--- config.mk ---
export PLATFORM = sky130hd
export DESIGN_NAME = instruction_fetch_sequencer_flat
export DESIGN_NICKNAME = d
export VERILOG_FILES = /design/src/rtl/instruction_fetch_sequencer_if.sv /design/src/rtl/instruction_fetch_sequencer.sv /design/src/flat_wrapper.sv
export SDC_FILE = /design/constraint.sdc
export NUM_CORES = 1
export LEC_CHECK = 0
export ABC_AREA = 1
export BUFFER_PORTS_ARGS = -buffer_cell sky130_fd_sc_hd__buf_2
export CAP_MARGIN = 20
export CORE_MARGIN = 10
export CORE_UTILIZATION = 30
export CTS_CLUSTER_DIAMETER = 50
export DETAILED_ROUTE_END_ITERATION = 8
export GPL_TIMING_DRIVEN = 0
export PLACE_DENSITY = 0.59
export SYNTH_ARGS = -nofsm -noshare
export SYNTH_HDL_FRONTEND = slang
export SYNTH_SLANG_ARGS = --single-unit
--- constraint.sdc ---
create_clock -name clock -period 3.6 [get_ports clock]
set_input_delay 0.54 -clock clock [delete_from_list [all_inputs] [get_ports clock]]
set_output_delay 0.54 -clock clock [all_outputs]
set_load 0.01 [all_outputs]
--- src/rtl/instruction_fetch_sequencer_if.sv ---
`default_nettype none
// ============================================================================
// Module   : instruction_fetch_sequencer_if
// Purpose  : Memory, redirect and decode handshake bundle for the fetch stage.
// Revision : 1.0 - initial release
// ============================================================================
interface instruction_fetch_sequencer_if #(
  parameter int ADDR_WIDTH  = 32,
  parameter int INSTR_WIDTH = 32
);
  logic [ADDR_WIDTH-1:0]  imem_address;
  logic [INSTR_WIDTH-1:0] imem_data;
  logic                   stall;
  logic                   branch_valid;
  logic [ADDR_WIDTH-1:0]  branch_target;
  logic                   resume;
  logic                   instr_valid;
  logic                   instr_ready;
  logic [INSTR_WIDTH-1:0] instr_out;
  logic [ADDR_WIDTH-1:0]  instr_pc;
  logic                   halted;
  logic                   fault;
  logic [31:0]            fetch_count;
  logic [31:0]            stall_count;

  // master is the fetch sequencer itself
  modport master (
    output imem_address,
    input  imem_data,
    input  stall,
    input  branch_valid,
    input  branch_target,
    input  resume,
    output instr_valid,
    input  instr_ready,
    output instr_out,
    output instr_pc,
    output halted,
    output fault,
    output fetch_count,
    output stall_count
  );

  modport slave (
    input  imem_address,
    output imem_data,
    output stall,
    output branch_valid,
    output branch_target,
    output resume,
    input  instr_valid,
    output instr_ready,
    input  instr_out,
    input  instr_pc,
    input  halted,
    input  fault,
    input  fetch_count,
    input  stall_count
  );
endinterface
`default_nettype wire

--- src/rtl/instruction_fetch_sequencer.sv ---
`default_nettype none
// ============================================================================
// Module   : instruction_fetch_sequencer
// Purpose  : PC owner; fetches one word per cycle into a valid/ready decode
//            slot with stall, redirect, HALT and out-of-range fault handling.
//            Define FETCH_PERF_COUNTERS_EN to build the fetch/stall counters.
// Revision : 1.0 - initial release
// ============================================================================
module instruction_fetch_sequencer #(
  parameter int                   ADDR_WIDTH  = 32,
  parameter int                   INSTR_WIDTH = 32,
  parameter logic [ADDR_WIDTH-1:0] RESET_PC   = '0,
  parameter int                   MEM_DEPTH   = 41,
  parameter int                   INIT_CYCLES = 2,
  parameter logic [4:0]           HALT_OPCODE = 5'b00101
) (
  input  logic                           clock,
  input  logic                           reset,
  instruction_fetch_sequencer_if.master  bus
);

  localparam logic [ADDR_WIDTH-1:0] c_mem_depth = ADDR_WIDTH'(MEM_DEPTH);
  localparam logic [7:0] c_init_last = (INIT_CYCLES > 0) ? 8'(INIT_CYCLES - 1) : 8'd0;

  typedef enum logic [1:0] {
    S_INIT   = 2'd0,
    S_FETCH  = 2'd1,
    S_HALTED = 2'd2,
    S_FAULT  = 2'd3
  } state_t;

  state_t                 r_state;
  logic [7:0]             r_init_cnt;
  logic [ADDR_WIDTH-1:0]  r_pc;
  logic [ADDR_WIDTH-1:0]  r_instr_pc;
  logic [INSTR_WIDTH-1:0] r_instr_out;
  logic                   r_instr_valid;
  logic                   r_halted;
  logic                   r_fault;

  logic w_consumed;
  logic w_fetch_go;
  logic w_pc_oob;
  logic w_is_halt;

  assign w_consumed = r_instr_valid && bus.instr_ready;
  assign w_fetch_go = (r_state == S_FETCH) && !bus.stall && !bus.branch_valid
                      && (!r_instr_valid || bus.instr_ready);
  assign w_pc_oob   = (r_pc >= c_mem_depth);
  assign w_is_halt  = (bus.imem_data[INSTR_WIDTH-1 -: 5] == HALT_OPCODE);

  always_ff @(posedge clock) begin
    if (reset) begin
      r_state       <= S_INIT;
      r_init_cnt    <= 8'd0;
      r_pc          <= RESET_PC;
      r_instr_pc    <= '0;
      r_instr_out   <= '0;
      r_instr_valid <= 1'b0;
      r_halted      <= 1'b0;
      r_fault       <= 1'b0;
    end else begin
      case (r_state)
        S_INIT: begin
          if (r_init_cnt == c_init_last) begin
            r_state <= S_FETCH;
          end else begin
            r_init_cnt <= r_init_cnt + 8'd1;
          end
        end
        S_FETCH: begin
          // a redirect flushes the slot even if decode is taking it this cycle
          if (bus.branch_valid) begin
            r_pc          <= bus.branch_target;
            r_instr_valid <= 1'b0;
          end else if (w_fetch_go) begin
            if (w_pc_oob) begin
              r_fault       <= 1'b1;
              r_state       <= S_FAULT;
              r_instr_valid <= 1'b0;
            end else begin
              r_instr_out   <= bus.imem_data;
              r_instr_pc    <= r_pc;
              r_instr_valid <= 1'b1;
              r_pc          <= r_pc + 1'b1;
              if (w_is_halt) begin
                r_state  <= S_HALTED;
                r_halted <= 1'b1;
              end
            end
          end else if (w_consumed) begin
            r_instr_valid <= 1'b0;
          end
        end
        S_HALTED: begin
          if (w_consumed) begin
            r_instr_valid <= 1'b0;
          end
          if (bus.resume) begin
            r_state  <= S_FETCH;
            r_halted <= 1'b0;
          end
        end
        default: begin
          if (w_consumed) begin
            r_instr_valid <= 1'b0;
          end
        end
      endcase
    end
  end

  assign bus.imem_address = r_pc;
  assign bus.instr_valid  = r_instr_valid;
  assign bus.instr_out    = r_instr_out;
  assign bus.instr_pc     = r_instr_pc;
  assign bus.halted       = r_halted;
  assign bus.fault        = r_fault;

`ifdef FETCH_PERF_COUNTERS_EN
  logic [31:0] r_fetch_count;
  logic [31:0] r_stall_count;
  logic        w_load;
  logic        w_stall_cycle;

  assign w_load        = w_fetch_go && !w_pc_oob;
  assign w_stall_cycle = (r_state == S_FETCH) && bus.stall && !bus.branch_valid;

  always_ff @(posedge clock) begin
    if (reset) begin
      r_fetch_count <= 32'd0;
      r_stall_count <= 32'd0;
    end else begin
      if (w_load && (r_fetch_count != 32'hFFFF_FFFF)) begin
        r_fetch_count <= r_fetch_count + 32'd1;
      end
      if (w_stall_cycle && (r_stall_count != 32'hFFFF_FFFF)) begin
        r_stall_count <= r_stall_count + 32'd1;
      end
    end
  end

  assign bus.fetch_count = r_fetch_count;
  assign bus.stall_count = r_stall_count;
`else
  assign bus.fetch_count = 32'd0;
  assign bus.stall_count = 32'd0;
`endif

endmodule
`default_nettype wire
--- src/flat_wrapper.sv ---
// flat-port wrapper written by rule: the top's interface ports become plain ports
module instruction_fetch_sequencer_flat 
#(
  parameter int                   ADDR_WIDTH  = 32,
  parameter int                   INSTR_WIDTH = 32,
  parameter logic [ADDR_WIDTH-1:0] RESET_PC   = '0,
  parameter int                   MEM_DEPTH   = 41,
  parameter int                   INIT_CYCLES = 2,
  parameter logic [4:0]           HALT_OPCODE = 5'b00101
)
  (clock, reset, bus_imem_address, bus_imem_data, bus_stall, bus_branch_valid, bus_branch_target, bus_resume, bus_instr_valid, bus_instr_ready, bus_instr_out, bus_instr_pc, bus_halted, bus_fault, bus_fetch_count, bus_stall_count);
  instruction_fetch_sequencer_if #(.ADDR_WIDTH(ADDR_WIDTH), .INSTR_WIDTH(INSTR_WIDTH)) bus_i ();
  input  logic clock;
  input  logic reset;
  output wire logic [$bits(bus_i.imem_address)-1:0] bus_imem_address;
  input wire logic [$bits(bus_i.imem_data)-1:0] bus_imem_data;
  input wire logic [$bits(bus_i.stall)-1:0] bus_stall;
  input wire logic [$bits(bus_i.branch_valid)-1:0] bus_branch_valid;
  input wire logic [$bits(bus_i.branch_target)-1:0] bus_branch_target;
  input wire logic [$bits(bus_i.resume)-1:0] bus_resume;
  output wire logic [$bits(bus_i.instr_valid)-1:0] bus_instr_valid;
  input wire logic [$bits(bus_i.instr_ready)-1:0] bus_instr_ready;
  output wire logic [$bits(bus_i.instr_out)-1:0] bus_instr_out;
  output wire logic [$bits(bus_i.instr_pc)-1:0] bus_instr_pc;
  output wire logic [$bits(bus_i.halted)-1:0] bus_halted;
  output wire logic [$bits(bus_i.fault)-1:0] bus_fault;
  output wire logic [$bits(bus_i.fetch_count)-1:0] bus_fetch_count;
  output wire logic [$bits(bus_i.stall_count)-1:0] bus_stall_count;
  assign bus_imem_address = bus_i.imem_address;
  assign bus_i.imem_data = bus_imem_data;
  assign bus_i.stall = bus_stall;
  assign bus_i.branch_valid = bus_branch_valid;
  assign bus_i.branch_target = bus_branch_target;
  assign bus_i.resume = bus_resume;
  assign bus_instr_valid = bus_i.instr_valid;
  assign bus_i.instr_ready = bus_instr_ready;
  assign bus_instr_out = bus_i.instr_out;
  assign bus_instr_pc = bus_i.instr_pc;
  assign bus_halted = bus_i.halted;
  assign bus_fault = bus_i.fault;
  assign bus_fetch_count = bus_i.fetch_count;
  assign bus_stall_count = bus_i.stall_count;
  instruction_fetch_sequencer #(.ADDR_WIDTH(ADDR_WIDTH), .INSTR_WIDTH(INSTR_WIDTH), .RESET_PC(RESET_PC), .MEM_DEPTH(MEM_DEPTH), .INIT_CYCLES(INIT_CYCLES), .HALT_OPCODE(HALT_OPCODE)) u_core (.clock(clock), .reset(reset), .bus(bus_i));
endmodule
==> results of run 1 <==
==> Yosys cell counts, drive strengths merged <==
cell type / instances / area share
nor2: 172 / 0.12
nand2: 143 / 0.097
dfxtp: 109 / 0.39
inv: 82 / 0.055
buf: 80 / 0.10
nand3: 79 / 0.073
o21ai: 69 / 0.061
a21oi: 34 / 0.031
clkbuf: 18 / 0.012
or2: 13 / 0.014
nand4: 7 / 0.0078
ha: 5 / 0.011
nor3: 5 / 0.0045
nand3b: 4 / 0.0053
o22ai: 4 / 0.0045
xnor2: 4 / 0.0062
nor3b: 2 / 0.0027
xor2: 2 / 0.0031
and3: 1 / 0.0011
conb: 1 / 0.00067
==> power by group <==
part	switching [mW]	leakage, nW	internal, mW	total, mW
logic	0.641	2.65	0.397	1.04
clock network	0.539	0.160	0.568	1.11
registers	0.156	0.882	1.33	1.49
==> final cells by class <==
cell class,count,area share
multi-input combinational,608,0.371
sequential,109,0.299
timing repair buffer,167,0.114
buffer,98,0.0897
inverter,82,0.0421
tap,229,0.0392
clock buffer,9,0.0308
clock inverter,7,0.0137
antenna,2,0.000685
==> per-stage QoR <==
stage / instances / util / power [mW] / worst slack [ns] / hold slack, ns
2_1_floorplan: 897 / - / 2.18 / 1.82 / 0.469
3_3_place_gp: 1293 / 0.383 / 2.55 / 1.29 / 0.437
3_5_place_dp: 1293 / 0.383 / 2.56 / 1.27 / 0.440
4_1_cts: 1309 / 0.401 / 3.66 / 1.43 / 0.399
5_1_grt: 1311 / 0.401 / 3.85 / 1.15 / 0.422
6_report: 1311 / 0.401 / 3.63 / 1.47 / 0.408
==> cells in the final DEF, fill, tap and decap left out, drive strengths merged <==
cell / count
a21oi: 34
and3: 1
buf: 247
bufinv: 1
clkbuf: 27
clkinv: 2
conb: 64
dfxtp: 109
diode: 2
ha: 5
inv: 86
nand2: 143
nand3: 79
nand3b: 4
nand4: 7
nor2: 172
nor3: 5
nor3b: 2
o21ai: 69
o22ai: 4
or2: 13
xnor2: 4
xor2: 2
==> critical path, cell delays in order, from the launching register on <==
cell      delay (ns)
dfxtp_1         0.43
inv_1           0.11
ha_1            0.19
nor2_1          0.08
nand2_1         0.07
nand3_1         0.13
inv_1           0.07
nor2_2          0.17
nand3_4         0.15
clkbuf_1        0.33
o21ai_0         0.25
nor2_1          0.05
==> kinds of logic after synthesis <==
group,synth area share
AOI/OAI and AO/OA,0.0968
and+or+nand+nor,0.322
buffers and inverters,0.171
other,0.000667
DFF,0.388
xor gates and xnor gates,0.00935
adders and majority gates,0.0111
==> worst min path at each step <==
stage / slack [ns] / cells past startpoint / to / from
floorplan: 0.47 / 2 / u_core.bus.halted / u_core.bus.halted
global placement: 0.44 / 2 / u_core.bus.halted / u_core.bus.halted
detailed placement: 0.44 / 2 / u_core.bus.halted / u_core.bus.halted
CTS: 0.40 / 3 / u_core.bus.imem_address[10] / bus_branch_target[10]
global route: 0.42 / 3 / u_core.bus.instr_out[13] / bus_imem_data[13]
finish: 0.41 / 3 / u_core.bus.imem_address[10] / bus_branch_target[10]
==> registers in the layout, indices dropped and copies added (netlist names) <==
register and count:
u_core.bus.imem_address 32, u_core.bus.instr_out 32, u_core.bus.instr_pc 32, u_core.r_init_cnt 8, u_core.r_state 2, u_core.bus.fault 1, u_core.bus.halted 1, u_core.bus.instr_valid 1
==> metal layers <==
metal | track usage | wire [microns] | up-vias
met5 | 0 | 0 | -
met4 | 0.0593 | 439 | 0
met3 | 0.0318 | 1370 | 23
met2 | 0.247 | 9200 | 173
met1 | 0.193 | 8760 | 2487
li1 | - | - | 2987
==> run_results.csv, run 1 <==
group,metric,value,unit
outcome,status,"finished clean",
global_route,globalRouteTotalUtil,0.152,
setup_path,reg2reg_from,"u_core.bus.imem_address[1]",
job,max-cap-violations,0,
synthesis,yosysUniqueCellTypes,30,
timing,fmax,470,MHz
timing,skew,0.0111,ns
placement,io_buffers,167,
finish,regArea,2180,sq um
floorplanning,start_util,0.309,
setup_path,worstSetupStartpoint,"u_core.bus.imem_address[1]",
synthesis,netlist_area,5620,sq um
finish,drive_gt1_frac,0.260,
finish,nNetsFinal,1150,
setup_path,reg2reg_to,"u_core.bus.instr_out[31]",
routing,avgViaCountPerCell,4.32,
timing,hold_viol,0,
setup_path,setup.worst_path.end,"u_core.bus.instr_out[31]",
power,p_leak,3.69,nW
routing,firstDrtPassIters,5,
power,cellPowerDensity,497,nW/um^2
timing,setup_viol,0,
clock_network,cts_tree,"built",
timing,slew_viol_final,0,
setup_path,worstPathMaxFanout,10,
timing,tightest_slew,0.640,ns
finish,fill_cells,2014,
min_path,worstHoldPathType,"in2reg",
global_route,grt_antenna_before_repair,2,
synthesis,synth_cells,834,
finish,area_growth,30.1,%
placement,place.gp.congestion,0.935,
clock_network,cts_setup_buffers,0,
finish,fin_area,7310,sq um
timing,rsz0062_at_grt,"false",
routing,num_vias,5670,
clock_network,clockBufferDepth,2,
clock_network,cts.sinks,109,
floorplanning,die_h,157,microns
global_route,grt_first_pass_wirelength,29400,microns
clock_network,htreeDepth,3,
synthesis,syn_avg_cell_area,6.74,sq um
floorplanning,core_area,18200,sq um
setup_path,reg2regPathDepth,11,
routing,drc,0,
floorplanning,design.portCount,233,
setup_path,path_class,"reg2reg",
setup_path,critPathArrivalTime,2.39,ns
timing,min_period,2.13,ns
setup_path,crit_required,3.86,ns
clock_network,cts_inserted_buffers,9,
global_route,overflow,0,
finish,multi_input_area,2710,sq um
routing,postRouteWirelength,19800,microns
clock_network,cts_resized,0,
clock_network,clk_latency,0.36,ns
timing,tns,0,ns
synthesis,ys.warnings.count,0,
setup_path,regToRegSetupSlack,1.47,ns
power,ir_drop,269,uV
placement,dp_hpwl,15800,microns
floorplanning,rows,49,
synthesis,ys_ff_latch,109,
clock_network,clk_pin_slew,0.08,ns
routing,drtAntennaViolNets,0,
routing,wire_per_inst,15.1,microns
clock_network,cts.hold.buffers_added,0,
timing,finalCritPeriodShare,0.591,
global_route,grt_pass1_vias,5182,
floorplanning,die_x,157,microns
clock_network,clk_root_buffer_cell,"clkbuf_16",
setup_path,cp-start-kind,"flip-flop",
global_route,grt_max_degree,22,
floorplanning,dieArea,24600,sq um
setup_path,cp-end-kind,"flip-flop",
placement,place_area,6980,sq um
routing,dr.first_iter.drc_count,305,
synthesis,ys_seq_area_frac,0.388,
timing,slew_headroom,0.573,
Note: power is estimated with default switching activity, not from simulation.
==> run 2, diff against run 1 <==
==> constraint.sdc (replaced) <==
create_clock -name clock -period 2 [get_ports clock]
set_input_delay 0.3 -clock clock [delete_from_list [all_inputs] [get_ports clock]]
set_output_delay 0.3 -clock clock [all_outputs]
set_load 0.01 [all_outputs]
==> run_results.csv, run 2 (synthesized netlist as in run 1, its figures left out) <==
group,metric,value,unit
routing,avgViaCountPerCell,4.34,
power,ir_drop,484,uV
finish,most-common-layout-cells,"buf_2, nor2_1, nand2_1",
clock_network,cts_inserted_buffers,9,
placement,place.gp.congestion,0.935,
timing,fmax,541,MHz
floorplanning,design.portCount,233,
finish,fin_area,7460,sq um
timing,slew_viol_final,0,
power,p_leak,3.76,nW
timing,slew_headroom,0.600,
routing,drc,0,
placement,io_buffers,167,
floorplanning,core_area,18200,sq um
placement,place_area,6980,sq um
clock_network,clk_pin_slew,0.08,ns
setup_path,reg2reg_from,"u_core.bus.imem_address[1]",
floorplanning,die_h,157,microns
timing,finalCritPeriodShare,0.923,
finish,nNetsFinal,1156,
finish,layout_commonest_cell,"buf_2",
global_route,grt_first_pass_wirelength,29500,microns
clock_network,clk_root_buffer_cell,"clkbuf_16",
setup_path,regToRegSetupSlack,0.15,ns
routing,dr.first_iter.drc_count,299,
setup_path,reg2reg_to,"u_core.bus.imem_address[26]",
min_path,min_to,"u_core.bus.imem_address[10]",
global_route,grt_max_degree,22,
placement,dpl.cell_count,1293,
timing,setup_ws,0.153,ns
setup_path,slowest_delay,0.37,ns
timing,finalHoldWorstSlack,0.168,ns
global_route,grt_antenna_before_repair,2,
routing,num_vias,5711,
routing,firstDrtPassIters,5,
setup_path,crit_required,2.22,ns
job,max-cap-violations,0,
global_route,grt_pass1_vias,5205,
setup_path,slowest_stage,"dfxtp_4",
min_path,worstHoldPathType,"in2reg",
setup_path,cp-end-kind,"flip-flop",
power,finalPower,6.69,mW
finish,drive_gt1_frac,0.277,
timing,skew,0.0110,ns
global_route,globalRouteTotalUtil,0.153,
setup_path,crit_chain,"inv_1, ha_1, nor2_1, nand2_1, nand3_2, inv_1, nor2_4, nand3_4, buf_12, buf_12, nand3_1, a21oi_1",
setup_path,critPathArrivalTime,2.07,ns
timing,tightest_slew,0.599,ns
finish,post-route-util,0.409,
finish,area_growth,32.7,%
min_path,holdPathStages,3,
routing,wire_per_inst,15.1,microns
placement,dp_hpwl,15800,microns
clock_network,cts_tree,"built",
setup_path,cp-start-kind,"flip-flop",
floorplanning,dieArea,24600,sq um
floorplanning,rows,49,
setup_path,worstPathMaxFanout,7,
timing,tns,0,ns
clock_network,htreeDepth,3,
timing,hold_viol,0,
routing,drtAntennaViolNets,0,
placement,pre_cts_slack,-0.160,ns
outcome,status,"finished clean",
clock_network,clk_latency,0.36,ns
min_path,min_from,"bus_branch_target[10]",
power,cellPowerDensity,897,nW/um^2
floorplanning,die_x,157,microns
timing,min_period,1.85,ns
setup_path,reg2regPathDepth,12,
finish,final_cells,1317,
setup_path,path_class,"reg2reg",
floorplanning,start_util,0.309,
routing,postRouteWirelength,19900,microns
global_route,overflow,0,
finish,fill_cells,2005,
clock_network,cts.sinks,109,
clock_network,clockBufferDepth,2,
timing,setup_viol,0,
-- run 2: cell type report --
type	instances	area, sq um	area share
repair buffers	173	893	0.120
diodes	2	5.00	0.000671
clock inverters	7	100	0.0134
plain buffers	98	696	0.0933
well taps	229	287	0.0384
inverters	82	313	0.0420
flip-flops and latches	109	2190	0.293
clock buffers	9	225	0.0302
multi-input cells	608	2750	0.369
-- run 2: worst max-delay path, delay by kind of cell (launching register included) --
kind / cells / cell delay, ns
fa+ha+maj: 1 / 0.17
buf+inv: 4 / 0.48
flops: 1 / 0.37
compound gates: 1 / 0.07
simple gates: 6 / 0.61
-- run 2: worst max path at each step --
stage,start,end,cells after the start
floorplan,u_core.bus.imem_address[1],u_core.bus.imem_address[12],13
global placement,u_core.bus.imem_address[1],u_core.bus.instr_out[2],11
detailed placement,u_core.bus.imem_address[1],u_core.bus.instr_out[2],11
CTS,u_core.bus.imem_address[1],u_core.bus.instr_pc[15],12
global route,u_core.bus.imem_address[1],u_core.bus.instr_pc[13],12
finish,u_core.bus.imem_address[1],u_core.bus.imem_address[26],12
-- run 2: power breakdown --
part / total (mW) / switching [mW] / internal [mW] / leakage, nW
clock network: 1.99 / 0.970 / 1.02 / 0.160
logic: 2.02 / 1.20 / 0.813 / 2.71
registers: 2.68 / 0.280 / 2.40 / 0.883
total: 6.69 / 2.45 / 4.24 / 3.76
-- run 2: repair_timing --
item,4_1_cts,5_1_grt
pin swaps,2,3
endpoints found under the setup margin,78,98
hold buffers,0,0
buffers inserted,1,5
gates resized for setup,7,29
-- run 2: metal layers --
| layer | share of wire | track usage | vias up |
|---|---|---|---|
| met1 | 0.45 | 0.193 | 2509 |
| met4 | 0.022 | 0.0593 | 0 |
| li1 | - | - | 3012 |
| met2 | 0.47 | 0.248 | 165 |
| met3 | 0.067 | 0.0318 | 25 |
| met5 | 0 | 0 | - |
